## src/rtl/alu_operand_issue.sv

```systemverilog
`default_nettype none
// ============================================================================
// Module   : alu_operand_issue
// Brief    : Decode/operand-issue stage ahead of the 16-bit saturating ALU.
//            Owns an 8x16 register file, issues registered operands, writes
//            the ALU result back. Define ISSUE_FWD_EN for zero-bubble forwarding.
// Revision : 1.0 - initial release
// ============================================================================
module alu_operand_issue #(
    parameter int N  = 16,
    parameter int C  = 6,
    parameter int S  = 5,
    parameter int RA = 3
) (
    input  logic          clk,
    input  logic          rst_n,
    input  logic          in_valid,
    output logic          in_ready,
    input  logic [31:0]   in_instr,
    output logic [C-1:0]  alu_opcode,
    output logic [N-1:0]  alu_a,
    output logic [N-1:0]  alu_b,
    output logic [S-1:0]  alu_shift,
    input  logic [N-1:0]  alu_y,
    output logic          res_valid,
    input  logic          res_ready,
    output logic [N-1:0]  res_data,
    output logic [RA-1:0] res_rd,
    output logic [7:0]    drop_cnt
);

    localparam int c_NREGS = 2 ** RA;

    logic [C-1:0]  w_op;
    logic [S-1:0]  w_shift;
    logic [RA-1:0] w_rd, w_ra, w_rb;
    logic [11:0]   w_imm12;
    logic [N-1:0]  w_sext;
    logic          w_legal, w_imm_op;
    logic          w_fwd_a, w_fwd_b, w_hazard;
    logic          w_in_ready, w_accept, w_res_hs;
    logic [N-1:0]  w_opnd_a, w_opnd_b;

    logic [N-1:0]  r_rf [c_NREGS];
    logic          r_issue_valid;
    logic [C-1:0]  r_opcode;
    logic [N-1:0]  r_a, r_b;
    logic [S-1:0]  r_shift;
    logic [RA-1:0] r_res_rd;
    logic [7:0]    r_drop;

    assign w_op    = in_instr[31:26];
    assign w_shift = in_instr[25:21];
    assign w_rd    = in_instr[20:18];
    assign w_ra    = in_instr[17:15];
    assign w_rb    = in_instr[14:12];
    assign w_imm12 = in_instr[11:0];
    assign w_sext  = {{(N-12){w_imm12[11]}}, w_imm12};

    always_comb begin
        w_legal  = 1'b0;
        w_imm_op = 1'b0;
        case (w_op)
            6'd1, 6'd3, 6'd5, 6'd7, 6'd9, 6'd11,
            6'd15, 6'd17, 6'd19, 6'd21, 6'd22,
            6'd24, 6'd25, 6'd26: begin
                w_legal = 1'b1;
            end
            6'd2, 6'd4, 6'd6, 6'd8, 6'd10, 6'd12,
            6'd16, 6'd18, 6'd20: begin
                w_legal  = 1'b1;
                w_imm_op = 1'b1;
            end
            default: begin
                w_legal  = 1'b0;
                w_imm_op = 1'b0;
            end
        endcase
    end

    // Dependency on the in-flight result; ra only counts for register-register ops
    assign w_fwd_a = r_issue_valid && !w_imm_op && (w_ra == r_res_rd);
    assign w_fwd_b = r_issue_valid && (w_rb == r_res_rd);

`ifdef ISSUE_FWD_EN
    assign w_hazard = 1'b0;
    assign w_opnd_a = w_imm_op ? w_sext : (w_fwd_a ? alu_y : r_rf[w_ra]);
    assign w_opnd_b = w_fwd_b ? alu_y : r_rf[w_rb];
`else
    assign w_hazard = w_fwd_a || w_fwd_b;
    assign w_opnd_a = w_imm_op ? w_sext : r_rf[w_ra];
    assign w_opnd_b = r_rf[w_rb];
`endif

    assign w_in_ready = !(r_issue_valid && !res_ready) && !w_hazard;
    assign w_accept   = in_valid && w_in_ready;
    assign w_res_hs   = r_issue_valid && res_ready;

    always_ff @(posedge clk or negedge rst_n) begin
        if (!rst_n) begin
            for (int i = 0; i < c_NREGS; i++) begin
                r_rf[i] <= '0;
            end
        end else if (w_res_hs) begin
            r_rf[r_res_rd] <= alu_y;
        end
    end

    always_ff @(posedge clk or negedge rst_n) begin
        if (!rst_n) begin
            r_issue_valid <= 1'b0;
            r_opcode      <= '0;
            r_a           <= '0;
            r_b           <= '0;
            r_shift       <= '0;
            r_res_rd      <= '0;
        end else if (w_accept && w_legal) begin
            r_issue_valid <= 1'b1;
            r_opcode      <= w_op;
            r_a           <= w_opnd_a;
            r_b           <= w_opnd_b;
            r_shift       <= w_shift;
            r_res_rd      <= w_rd;
        end else if (w_res_hs) begin
            r_issue_valid <= 1'b0;
        end
    end

    always_ff @(posedge clk or negedge rst_n) begin
        if (!rst_n) begin
            r_drop <= '0;
        end else if (w_accept && !w_legal && (r_drop != 8'hFF)) begin
            r_drop <= r_drop + 8'd1;
        end
    end

    assign in_ready   = w_in_ready;
    assign alu_opcode = r_opcode;
    assign alu_a      = r_a;
    assign alu_b      = r_b;
    assign alu_shift  = r_shift;
    assign res_valid  = r_issue_valid;
    assign res_data   = alu_y;
    assign res_rd     = r_res_rd;
    assign drop_cnt   = r_drop;

endmodule
`default_nettype wire

```

## config.mk

```make
export PLATFORM = sky130hd
export DESIGN_NAME = alu_operand_issue
export DESIGN_NICKNAME = d
export VERILOG_FILES = /design/src/rtl/alu_operand_issue.sv
export SDC_FILE = /design/constraint.sdc
export NUM_CORES = 1
export LEC_CHECK = 0
export BUFFER_PORTS_ARGS = -buffer_cell sky130_fd_sc_hd__clkbuf_2
export CORE_MARGIN = 10
export CORE_UTILIZATION = 35
export CTS_CLUSTER_SIZE = 30
export DETAILED_ROUTE_END_ITERATION = 6
export GPL_TIMING_DRIVEN = 0
export PLACE_DENSITY = 0.55
export SYNTH_ARGS = -nofsm -noshare
export SYNTH_HDL_FRONTEND = slang
export SYNTH_SLANG_ARGS = --single-unit
```

## constraint.sdc

```tcl
create_clock -name clk -period 1.7 [get_ports clk]
set_input_delay 0.17 -clock clk [delete_from_list [all_inputs] [get_ports clk]]
set_output_delay 0.17 -clock clk [all_outputs]
set_load 0.1 [all_outputs]
```

# Word level (Yosys, flattened, before mapping)
# Cells that the tools add are included.
totals:
  word_cells: 83
  regBits: 183
  output_inout_bits: 72
classes:
  order_cmp: 4
  bitwise: 3
  n_eq_ne: 26
  reduce_logical: 20
  n_mux: 14
  addsub: 1
ops:
  columns: ["op", "n"]
  rows:
  - ["$bwmux W128", 1]
  - ["$bmux W16 S3", 2]
  - ["$mux W16", 6]
  - ["$eq A6 B5 Y1 const B", 10]
  - ["$demux W16 S3", 1]
  - ["$eq A6 B4 Y1 const B", 6]
  - ["$eq A6 B3 Y1 const B", 4]
  - ["$reduce_or A23 Y1", 1]
  - ["$eq A6 B2 Y1 const B", 2]
  - ["$ge A4 B4 Y1 const B", 3]
  - ["$not A3 Y4", 3]
  - ["$logic_and A1 B1 Y1", 11]
  - ["$reduce_or A9 Y1", 1]
  - ["$add A8 B1 Y8 const B", 1]
  - ["$ne A8 B8 Y1 const B", 1]
  - ["$eq A3 B3 Y1", 2]
  - ["$eq A6 B1 Y1 const B", 1]
  - ["$logic_not A1 Y1", 5]
  - ["$lt A4 B1 Y1 const B", 1]
  - ["$mux W1", 4]
  - ["$reduce_bool A2 Y1", 1]
  - ["$logic_or A1 B1 Y1", 1]

# Logic depth before layout (Yosys ltp)
# Gate-level depths: netlist of the first run.
logic_depth:
  ltp_word: 12
  mapped_depth: 8
  depth_no_buf: 7

# Worst setup path after synthesis of the first run
# No wires, ideal clock.
synth_path:
  path_type: "reg2reg"
  startpoint: "register r_res_rd[1], in the netlist res_rd[1]"
  endpoint: "register r_drop[2], in the netlist drop_cnt[2]"
  stages_incl_launch_ff: 8
  synth_period_minus_slack_ns: 3.037
  arrival_ns: 2.873
  path_slack_ns: -1.337
  setup_time_ns: 0.164
  cell_sequence: "dfrtp_1 buf_2 xor2_1 o31ai_1 a21o_2 nand2_1 and3_1 xor2_1"
synth_between:
  elab_chain_cells: 8
synth_lines:
  columns: ["element", "line", "source"]
  rows:
  - ["start: declaration", "49", "logic [RA-1:0] r_res_rd;"]
  - ["start signal: assignment", "123", "r_res_rd <= w_rd;"]
  - ["$eq A3 B3 Y1, on equally long branches", "82, 83", null]
  - ["$logic_and A1 B1 Y1, on equally long branches", "82, 83", null]
  - ["$logic_or A1 B1 Y1 (*)", "90", "assign w_hazard = w_fwd_a || w_fwd_b;"]
  - ["$logic_not A1 Y1 (*)", "95", "assign w_in_ready = !(r_issue_valid && !res_ready) && !w_hazard;"]
  - ["$logic_and A1 B1 Y1 (*)", "95", null]
  - ["named net in_ready", "18", "output logic in_ready,"]
  - ["$logic_and A1 B1 Y1 (*)", "96", "assign w_accept = in_valid && w_in_ready;"]
  - ["$logic_and A1 B1 Y1 (*) (2 in series)", "132", "end else if (w_accept && !w_legal && (r_drop != 8'hFF)) begin"]
  - ["end signal: assignment", "133", "r_drop <= r_drop + 8'd1;"]
  - ["end: declaration", "50", "logic [7:0] r_drop;"]
# Mark *: on every way through the listed nets, which the timed path passes. The rest lies on a longest branch.
# A chain may end at the register's enable or synchronous reset.

# Worst setup path in the final report of the first run
layout_path:
  startpoint: "input port in_instr[16]"
  endpoint: "register r_a[9], in the netlist alu_a[9]"
layout_between:
  elab_chain_cells: 7
layout_lines:
  columns: ["element", "line", "source"]
  rows:
  - ["start: declaration", "19", "input logic [31:0] in_instr,"]
  - ["branches (longest 7 deep; another with $bmux W16 S3)", null, null]
  - ["end signal: assignment", "120", "r_a <= w_opnd_a;"]
  - ["end: declaration", "47", "logic [N-1:0] r_a, r_b;"]
# Several ways; the timed one is not identified. The select of a mux whose other input is x is not followed.

==> results of run 1 <==
[state kept, by name (all words and copies together) (netlist names)]
register and cells:
alu_b 16, drop_cnt 8, res_valid 1, alu_shift 5, alu_opcode 6, alu_a 16, r_rf 128, res_rd 3
[layout make-up]
class | instances | area (sq um) | share of cell area [%]
Inverter | 2 | 7.507 | 0.06117
Tap cell | 335 | 419.2 | 3.416
Timing Repair Buffer | 174 | 1376 | 11.22
Buffer | 54 | 504.2 | 4.109
Sequential cell | 183 | 4601 | 37.49
Clock buffer | 19 | 442.9 | 3.609
Multi-Input combinational cell | 377 | 4842 | 39.46
Clock inverter | 11 | 78.83 | 0.6423
[power by group]
group          total, W  internal (W)  switching [W]  leakage [nW]
clock           0.00363       0.00190        0.00174         0.255
sequential      0.00778       0.00629        0.00149          2.28
combinational    0.0103       0.00411        0.00623          2.99
total            0.0218        0.0123        0.00946          5.53
[layer usage]
metal	global-route usage [%]	share of wire, %	vias to the layer above
met5	0	0	-
met4	5.272	1.7	0
met3	4.233	6.2	31
met2	26.31	49	210
met1	20.63	43	3200
li1	-	-	2698
[Yosys cell counts, types with 2 or more instances]
cell | number | share of area, %
dfrtp_1 | 183 | 49
mux2_2 | 133 | 16
mux4_2 | 64 | 16
nor2_1 | 36 | 1.5
a21oi_1 | 34 | 1.8
mux2i_1 | 32 | 3.5
mux2_4 | 25 | 4.1
buf_2 | 24 | 1.3
buf_4 | 17 | 1.4
xor2_1 | 12 | 1.1
clkbuf_1 | 11 | 0.45
nand3_1 | 8 | 0.43
buf_6 | 5 | 0.61
nand2_1 | 4 | 0.16
nor3_1 | 4 | 0.22
a211oi_1 | 2 | 0.16
and3_1 | 2 | 0.14
inv_1 | 2 | 0.081
nand2b_1 | 2 | 0.14
or3_1 | 2 | 0.14
[what timing repair did]
item | 4_1_cts | 5_1_grt
endpoints found under the setup margin | 167 | 150
hold buffers | 10 | 0
buffers inserted | 31 | 10
cloned | 4 | 4
pin swaps | 12 | 7
endpoints found under the hold margin | 111 | 0
resized for setup | 91 | 45
[cells by family after synthesis]
kind of cell               Yosys count  share of synthesized area [%]
muxes                              254                          39.28
DFF                                183                          49.49
and+or+nand+nor                     65                          3.246
buffers and inverters               60                          3.854
AOI/OAI and AO/OA                   44                          2.759
xor gates and xnor gates            13                          1.231
adders and majority gates            1                         0.1352
[through the flow]
step                      power (W)  util (%)  instance area [sq um]  setup WS [ns]  setup TNS [ns]
after global routing        0.02275     47.09                  12270        -0.4496          -32.75
final                       0.02175     47.09                  12270        -0.4152          -26.49
after CTS                   0.02166     45.89                  11960        -0.3812          -19.42
after global placement      0.01718     40.63                  10590         -3.481         -573.16
after floorplan             0.01546         -                   9589        -0.4495          -44.31
after detailed placement    0.01751     40.77                  10630        -0.8164          -58.41
[worst max-delay path by stage]
stage               slack (ns)  depth (start not counted)               endpoint
floorplan                -0.45                          7   alu_a[0]$_DFFE_PN0P_
global placement         -3.48                          1  res_rd[2]$_DFFE_PN0P_
detailed placement       -0.82                          6  alu_a[13]$_DFFE_PN0P_
CTS                      -0.38                          5               in_ready
global route             -0.45                          5               in_ready
finish                   -0.42                          6   alu_a[9]$_DFFE_PN0P_
[cell usage in the layout, fill, tap and decap left out, types with 3 or more instances in the layout]
master,netlist,final
dlygate4sd3_1,0,10
clkbuf_2,0,116
mux4_2,64,64
a21oi_2,0,11
nor2_1,36,13
a21oi_1,34,22
nor2_2,0,3
clkinv_2,0,4
buf_16,0,4
nor2_4,0,20
nand3_1,8,7
clkbuf_1,11,8
xor2_1,12,9
dfrtp_2,0,5
mux2i_1,32,32
buf_12,0,16
buf_8,0,6
xor2_2,0,3
buf_2,24,12
clkinv_4,0,4
mux2_2,133,82
clkbuf_16,0,22
buf_4,17,30
buf_6,5,20
dfrtp_1,183,174
mux2_4,25,76
dfrtp_4,0,4
==> qor.yml, run 1 <==
synth:
  synth.avg_cell_area_sq_um: 14.92
  ys_seq_area_share_pct: 49.49
  synthArstFlopShare_pct: 100.0
  synth_nets: 673
  synth_edf_count: 0
  syn_inst: 620
  ys_ff_latch: 183
  netlist_area_sq_um: 9253
  synthFlopType: "dfrtp_1"
  synth_cell_types: 38
  synth-warning-count: 0
worst_setup_path:
  path_max_fanout: 10
  cp_slowest_cell: "clkbuf_1"
  rrSetupSlack_ns: -0.33
  worstRegToRegCells: 7
  rr_startpoint: "res_rd[1]$_DFFE_PN0P_"
  critPathCaptureType: "flop"
  crit_buf_inv: 2
  path_cells: "clkbuf_1 > clkbuf_1 > mux4_2 > mux2i_1 > a21oi_1 > mux2_4"
  critPathRequiredTime_ns: 2.02
  timing.rr.end: "alu_shift[3]$_DFFE_PN0P_"
  path_common_cell: "clkbuf_1"
  worst_path_dominant_cell_family: "buffers and inverters"
  startpoint_type: "primary input"
  arrival_ns: 2.44
  startpoint: "in_instr[16]"
  crit_type: "in2reg"
  cp_slowest_stage_delay_ns: 0.74
sta:
  fin_crit_sh_pct: 124.4
  worst_slack_ns: -0.4152
  post-route-min-period_ns: 2.115
  slew_violations: 0
  skew_ns: 0.01210
  whs_ns: 0.02600
  tightest_slew_ns: 1.065
  rsz0062_at_grt: "yes"
  setup-violations-final: 136
  max_freq_ghz: 0.4728
  timing.slew.headroom_pct: 29.00
  finalHoldViolCount: 0
place:
  dp_hpwl_um: 18090
  post-place-cells: 1072
  io_buffers: 116
  routabilityCongestion: 0.8201
global_routing:
  grt_pass1_wl_um: 41190
  grt_max_degree: 104
  gr-total-overflow: 0
  grtUsageTotal_pct: 16.21
  antenna_found_initial: 0
  grt_pass1_vias: 6627
clock_network:
  insertion_delay_ns: 0.43
  clock-root-buffer: "clkbuf_16"
  htree_levels: 4
  clk_pin_slew_worst_paths_ns: 0.07
  cts_buffers: 17
  cts_num_sinks: 183
  cts_buffer_depth: 2
  tritoncts: "done"
final_layout:
  num-fill-cells: 2241
  insertedDiodeCount: 0
  drive_gt1_share_pct: 64.02
  area_growth_pct: 32.63
  nets: 862
  instances_no_fill: 1155
die:
  die-height_um: 182.6
  start_util_pct: 35.51
  coreArea_sq_um: 26060
  rows: 59
  pin_count: 124
  fp.dieW_um: 182.6
  die_area_sq_um: 33340
drt:
  drt-pass1-iter-count: 4
  wl_per_cell_um: 23.73
  drt_iter0_markers: 346
  ant_nets: 0
  vias_per_cell: 5.315
  drcViolationCount: 0
  drt-total-wl_um: 27410
  via_count: 6139
pwr:
  power_density_nw_per_um2: 1773
  vdd_drop_max_uv: 2122
  leakage_nw: 5.525
hold_path:
  holdPathEnd: "res_valid$_DFFE_PN0P_"
  hp-class: "in2reg"
  min_from: "res_ready"
  whs_path_depth: 2
status:
  violations: "setup timing"
  status: "complete, but fails checks"
job:
  max_cap_viol_count: 0
(Power assumes the default switching activity.)
==> run 2, diff against run 1 <==
Settings changed: CORE_ASPECT_RATIO from default to 1.2, CTS_CLUSTER_SIZE 30 to 24.
==> qor.yml, run 2 (synthesis gave the netlist of run 1 again) <==
sta:
  timing.slew.headroom_pct: 30.43  # +1.4 points
  tightest_slew_ns: 1.044  # -0.02149 ns
  worst_slack_ns: -0.3862  # +0.02900 ns
  finalHoldViolCount: 0  # unchanged
  skew_ns: 0.01150  # -0.0006040 ns
  fin_crit_sh_pct: 122.7  # -1.7 points
  max_freq_ghz: 0.4793  # +1.4%
  slew_violations: 0  # unchanged
  tns_ns: -33.15  # -6.654 ns
  post-route-min-period_ns: 2.086  # -0.02900 ns
  rsz0062_at_grt: "yes"
  setup-violations-final: 147  # +8.1%
final_layout:
  layout_common_cells: "dfrtp_1 (174), clkbuf_2 (115), mux2_4 (83), mux2_2 (75), mux4_2 (64)"
  area_growth_pct: 35.21
  final_core_util_pct: 47.77  # +0.68 points
  num-fill-cells: 2285  # +2.0%
  drive_gt1_share_pct: 64.66  # +0.63 points
  insertedDiodeCount: 0  # unchanged
  largest_register_ffs: 128  # unchanged
  regMostFlops: "r_rf"
  nets: 869  # +0.81%
  layout_commonest_cell: "dfrtp_1"
hold_path:
  min_from: "in_instr[29]"
  holdPathEnd: "alu_opcode[3]$_DFFE_PN0P_"
  whs_path_depth: 2  # unchanged
  hp-class: "in2reg"
drt:
  ant_nets: 0  # unchanged
  drcViolationCount: 0  # unchanged
  drt_iter0_markers: 371  # +7.2%
  drt-total-wl_um: 28180  # +2.8%
  wl_per_cell_um: 24.21  # +2.0%
  drt-pass1-iter-count: 4  # unchanged
  via_count: 6191  # +0.85%
  vias_per_cell: 5.319  # about the same
worst_setup_path:
  critPathRequiredTime_ns: 1.53  # -0.49 ns
  worst_path_dominant_cell_family: "compound AO/OA/AOI/OAI gates"
  worstRegToRegCells: 7  # unchanged
  cp_slowest_cell: "dfrtp_4"
  startpoint_type: "flop"
  rrSetupSlack_ns: -0.38  # -0.05 ns
  crit_type: "reg2out"
  cp_slowest_stage_delay_ns: 0.51  # -0.23 ns
  path_cells: "xor2_2 > o31ai_2 > a21o_2 > nand2_8 > clkbuf_16"
  critPathCaptureType: "output port"
  arrival_ns: 1.92  # -0.52 ns
  crit_buf_inv: 1  # -1
  timing.rr.end: "alu_a[12]$_DFFE_PN0P_"
  rr_startpoint: "res_rd[2]$_DFFE_PN0P_"
  path_max_fanout: 4  # -6
global_routing:
  gr-total-overflow: 0  # unchanged
  antenna_found_initial: 1  # +1
  grt_pass1_wl_um: 42820  # +4.0%
  grtUsageTotal_pct: 16.78  # +0.57 points
  grt_pass1_vias: 6937  # +4.7%
  grt_max_degree: 93  # -11%
place:
  io_buffers: 116  # unchanged
  dp_hpwl_um: 18270  # +0.97%
  routabilityCongestion: 0.7670  # -6.5%
pwr:
  leakage_nw: 5.610  # +1.5%
  vdd_drop_max_uv: 1148  # -46%
  power_density_nw_per_um2: 1790  # +0.96%
die:
  fp.dieW_um: 168.4  # -7.8%
  die_area_sq_um: 33370  # about the same
  coreArea_sq_um: 26190  # +0.49%
  die-height_um: 198.1  # +8.5%
  rows: 65  # +10%
  start_util_pct: 35.33  # -0.17 points
  pin_count: 124  # unchanged
clock_network:
  cts_buffer_depth: 2  # unchanged
  clock-root-buffer: "clkbuf_16"
  cts_num_sinks: 183  # unchanged
  clk_pin_slew_worst_paths_ns: 0.08  # about the same
  htree_levels: 4  # unchanged
  insertion_delay_ns: 0.43  # about the same
  tritoncts: "done"
  cts_buffers: 17  # unchanged
status:
  status: "complete, but fails checks"
  violations: "setup timing"
job:
  max_cap_viol_count: 0  # unchanged
run 2: cell types whose count changed in the layout (fill, tap and decap cells not counted), moves of 3 or more:
cell      before  now
buf_8          6   10
mux2_4        76   83
clkinv_2       4    0
inv_6          1    6
mux2_2        82   75
a21oi_2       11   14
inv_8          0    3
run 2: cell type report:
type / count / area [sq um] / area share, %
clock buffers: 17 / 425.4 / 3.400
inverters: 2 / 7.507 / 0.06001
plain buffers: 53 / 483.0 / 3.860
well taps: 335 / 419.2 / 3.350
repair buffers: 182 / 1525 / 12.19
multi-input cells: 377 / 4871 / 38.93
clock inverters: 15 / 178.9 / 1.430
flip-flops and latches: 183 / 4601 / 36.77
run 2: worst reg2reg max path: cells and delay by family, from the launching register on:
kind / cells / cell delay (ns)
AO/OA/AOI/OAI: 3 / 0.59
flip-flops: 1 / 0.51
buffers and inverters: 2 / 0.36
multiplexers: 1 / 0.32
XOR/XNOR: 1 / 0.19
run 2: worst max path at each step:
| stage | startpoint | endpoint | slack [ns] | cells after the start |
|---|---|---|---|---|
| 6_report | res_rd[1]$_DFFE_PN0P_ | in_ready | -0.39 | 5 |
| 5_1_grt | res_rd[1]$_DFFE_PN0P_ | in_ready | -0.44 | 5 |
| 4_1_cts | res_rd[1]$_DFFE_PN0P_ | in_ready | -0.38 | 5 |
| 3_5_place_dp | in_instr[16] | alu_a[13]$_DFFE_PN0P_ | -0.75 | 6 |
| 3_3_place_gp | rst_n | res_rd[1]$_DFFE_PN0P_ | -3.55 | 1 |
| 2_1_floorplan | res_rd[2]$_DFFE_PN0P_ | alu_a[0]$_DFFE_PN0P_ | -0.45 | 7 |
run 2: metrics by stage:
step / instance area, sq um / hold slack [ns] / setup WS [ns] / std cells / total power, W
2_1_floorplan: 9589 / -0.1256 / -0.4495 / 620 / 0.01546
3_3_place_gp: 10590 / 0.4040 / -3.548 / 1071 / 0.01710
3_5_place_dp: 10630 / 0.3072 / -0.7495 / 1072 / 0.01750
4_1_cts: 12040 / 0.001711 / -0.3786 / 1149 / 0.02218
5_1_grt: 12510 / 0.004434 / -0.4432 / 1164 / 0.02341
6_report: 12510 / 0.01173 / -0.3862 / 1164 / 0.02239
run 2: what timing repair did:
item                                   in CTS  in global routing
cloned                                      4                  6
endpoints found under the hold margin     100                  0
pin swaps                                  12                 11
setup buffers                              34                 11
hold buffers                               10                  0
resized for setup                          97                 61
setup endpoints to repair                 166                175
run 2: report_power, final:
part / switching (W) / internal [W] / leakage [nW]
clock: 0.00191 / 0.00223 / 0.292
combinational: 0.00618 / 0.00422 / 3.04
sequential: 0.00156 / 0.00629 / 2.28
run 2: layer usage:
metal  wire (um)  vias to the layer above  global-route usage, %
met3        1221                       32                  3.590
met1       12260                     3277                  21.58
met4         521                        0                  4.680
li1            -                     2711                      -
met5           0                        -                      0
met2       14180                      171                  27.95
==> run 3, diff against run 2 <==
Settings changed: ABC_AREA from default to 1, CAP_MARGIN from default to 15, PLACE_DENSITY 0.55 to 0.54.
==> qor.yml, run 3 <==
status:
  status: "complete, but fails checks"
  violations: "setup timing"
synth:
  synthFlopType: "dfrtp_1"
  synthTopCellsByCount: "nand2_1 (523), o21ai_0 (193), dfrtp_1 (183), inv_1 (157), nand3_1 (100)"
  synthArstFlopShare_pct: 100.0  # unchanged
  synth-warning-count: 0  # unchanged
  synth_edf_count: 0  # unchanged
  syn_inst: 1449  # +130%
  synth_cell_types: 28  # -26%
  synth_nets: 1502  # +120%
  synth.avg_cell_area_sq_um: 7.084  # -53%
  synthDominantCellAreaShare_pct: 44.61  # -4.9 points
  yosys.area.top_type: "dfrtp_1"
  yosys-top-cells-area: "dfrtp_1 (45%), nand2_1 (19%), o21ai_0 (9.4%)"
  post-synth-top-count-cell: "nand2_1"
  ys_seq_area_share_pct: 44.61  # -4.9 points
  netlist_area_sq_um: 10260  # +11%
  ys_ff_latch: 183  # unchanged
sta:
  fin_crit_sh_pct: 124.2  # +1.5 points
  finalHoldViolCount: 0  # unchanged
  rsz0062_at_grt: "yes"
  tightest_slew_ns: 0.7550  # -0.2885 ns
  timing.slew.headroom_pct: 49.66  # +19 points
  max_freq_ghz: 0.4736  # -1.2%
  tns_ns: -7.273  # +25.88 ns
  slew_violations: 0  # unchanged
  worst_slack_ns: -0.4115  # -0.02531 ns
  setup-violations-final: 56  # -62%
  post-route-min-period_ns: 2.111  # +0.02531 ns
  skew_ns: 0.01126  # -0.0002312 ns
worst_setup_path:
  path_common_cell: "nand2_1"
  crit_type: "reg2out"
  startpoint: "res_rd[2]$_DFFE_PN0P_"
  rr_startpoint: "res_rd[2]$_DFFE_PN0P_"
  cp.depth: 11  # +6
  crit_buf_inv: 5  # +4
  rrSetupSlack_ns: -0.21  # +0.17 ns
  path_cells: "inv_2 > nand2_1 > nand2_1 > nand3_1 > nand2_1 > inv_2 > o21ai_1 > nand2_1 > buf_6 > buf_12 > clkbuf_16"
  arrival_ns: 1.94  # +0.02 ns
  worstRegToRegCells: 14  # +7
  worst_path_dominant_cell_family: "buffers and inverters"
  critPathCaptureType: "output port"
  cp-endpoint: "in_ready"
  path_max_fanout: 5  # +1
  critPathRequiredTime_ns: 1.53  # about the same
  timing.rr.end: "alu_a[1]$_DFFE_PN0P_"
  cp_slowest_cell: "dfrtp_4"
  startpoint_type: "flop"
  cp_slowest_stage_delay_ns: 0.52  # about the same
global_routing:
  gr-total-overflow: 0  # unchanged
  grt_max_degree: 102  # +9.7%
  antenna_found_initial: 0  # -1
  grtUsageTotal_pct: 21.54  # +4.8 points
  use_met2_pct: 36.09  # +8.1 points
  grt_pass1_vias: 10330  # +49%
  met1_usage_pct: 27.19  # +5.6 points
  grt_use_met3_pct: 3.475  # -0.11 points
  grt_pass1_wl_um: 61460  # +44%
  grt-busiest-layer: "met2"
job:
  max_cap_viol_count: 0  # unchanged
die:
  rows: 68  # +4.6%
  die_area_sq_um: 36610  # +9.7%
  die-height_um: 207.6  # +4.8%
  fp.dieW_um: 176.3  # +4.7%
  start_util_pct: 35.59  # +0.26 points
  coreArea_sq_um: 28840  # +10%
  pin_count: 124  # unchanged
pwr:
  p_sw_w: 0.009631  # -0.15%
  leakage_nw: 6.694  # +19%
  power.share.sequential_pct: 35.7  # +0.7 points
  switching_share_pct: 47.09  # +4.0 points
  vdd_drop_max_uv: 1085  # -5.6%
  power_frac_clock_pct: 21.1  # +2.6 points
  combPwrFrac_pct: 43.2  # -3.3 points
  power.internal_w: 0.01082  # -15%
  power_density_nw_per_um2: 1604  # -10%
drt:
  vias_per_cell: 5.065  # -4.8%
  ant_nets: 0  # unchanged
  drt_iter0_markers: 940  # +150%
  via_count: 10240  # +65%
  drcViolationCount: 0  # unchanged
  drt-total-wl_um: 39600  # +41%
  drt-pass1-iter-count: 7  # +3
  wl_per_cell_um: 19.59  # -19%
clock_network:
  cts_buffers: 17  # unchanged
  insertion_delay_ns: 0.45  # +0.02 ns
  clock-root-buffer: "clkbuf_16"
  clk_pin_slew_worst_paths_ns: 0.08  # about the same
  cts_buffer_depth: 2  # unchanged
  cts_num_sinks: 183  # unchanged
  htree_levels: 4  # unchanged
  tritoncts: "done"
final_layout:
  num-fill-cells: 2993  # +31%
  largest_register_ffs: 128  # unchanged
  layout_common_cells: "nand2_1 (512), o21ai_0 (193), dfrtp_1 (171), inv_1 (156), clkbuf_2 (126)"
  instances_no_fill: 2022  # +74%
  drive_gt1_share_pct: 19.43  # -45 points
  insertedDiodeCount: 0  # unchanged
  nets: 1677  # +93%
  area_growth_pct: 24.21
  layout_commonest_cell: "nand2_1"
  regMostFlops: "r_rf"
place:
  dp_hpwl_um: 28970  # +59%
  io_buffers: 117  # +0.86%
  routabilityCongestion: 0.9356  # +22%
  post-place-cells: 1952  # +82%
hold_path:
  min_from: "in_instr[3]"
  hp-class: "in2reg"
==> run 3: area by class of cell <==
type / instances / area, sq um / area share [%]
flip-flops and latches: 183 / 4607 / 36.13
multi-input cells: 988 / 4511 / 35.38
plain buffers: 111 / 703.2 / 5.515
repair buffers: 158 / 1195 / 9.372
inverters: 165 / 624.3 / 4.897
well taps: 385 / 481.7 / 3.778
clock buffers: 22 / 484.2 / 3.798
clock inverters: 10 / 143.9 / 1.129
==> run 3: worst min-delay path by stage <==
stage | endpoint | slack, ns | depth (start not counted)
detailed placement | alu_shift[2]$_DFFE_PN0P_ | 0.27 | 1
finish | alu_a[3]$_DFFE_PN0P_ | 0.06 | 5
CTS | alu_opcode[1]$_DFFE_PN0P_ | 0.02 | 3
global placement | res_valid$_DFFE_PN0P_ | 0.40 | 2
global route | alu_a[4]$_DFFE_PN0P_ | 0.08 | 5
floorplan | alu_a[0]$_DFFE_PN0P_ | -0.13 | 0
==> run 3: per-layer routing <==
layer  vias to the layer above  part of all wire [%]
met3                        68                   5.9
met4                         0                   3.1
met5                         -                     0
met1                      4865                    43
li1                       4935                     -
met2                       373                    48
==> run 3: kinds of logic after synthesis <==
kind of cell               share of synthesized area, %
xor gates and xnor gates                         0.6826
adders and majority gates                        0.1219
and+or+nand+nor                                   29.81
AOI/OAI and AO/OA                                 12.68
DFF                                               44.61
buffers and inverters                             12.09
==> run 3: stage by stage <==
| step | worst slack [ns] | util (%) | power [W] | hold slack [ns] | instance area [sq um] |
|---|---|---|---|---|---|
| 4_1_cts | -0.3979 | 43.63 | 0.02036 | 0.02300 | 12580 |
| 3_5_place_dp | -0.2885 | 39.64 | 0.01577 | 0.2693 | 11430 |
| 6_report | -0.4115 | 44.20 | 0.02045 | 0.05778 | 12750 |
| 5_1_grt | -0.5072 | 44.20 | 0.02180 | 0.07642 | 12750 |
| 2_1_floorplan | -0.1331 | - | 0.01371 | -0.1256 | 10330 |
| 3_3_place_gp | -3.967 | 39.52 | 0.01564 | 0.3987 | 11400 |
==> run 3: power groups by stage <==
stage	logic (W)	registers (W)	clock network [W]
after detailed placement	0.00845	0.00732	0
after floorplan	0.00355	0.0102	0
after global placement	0.00834	0.00730	0
after global routing	0.00973	0.00752	0.00454
final	0.00884	0.00730	0.00432
after CTS	0.00873	0.00727	0.00436
==> run 3: worst register-to-register path: stages (launching register included) <==
cell	delay, ns
dfrtp_4	0.52
inv_2	0.07
nand2_1	0.05
nand2_1	0.07
nand3_1	0.08
nand2_1	0.08
inv_2	0.03
o21ai_1	0.06
nand2_1	0.10
buf_6	0.14
buf_4	0.13
buf_12	0.15
buf_8	0.14
nand4_1	0.11
nand2_1	0.07
==> run 3: repair_timing <==
action / CTS / global route
endpoints found under the hold margin: 94 / 0
buffers inserted: 24 / 4
resized for setup: 47 / 49
setup endpoints to repair: 138 / 183
cloned: 5 / 3
hold buffers: 13 / 0
pin swaps: 4 / 8
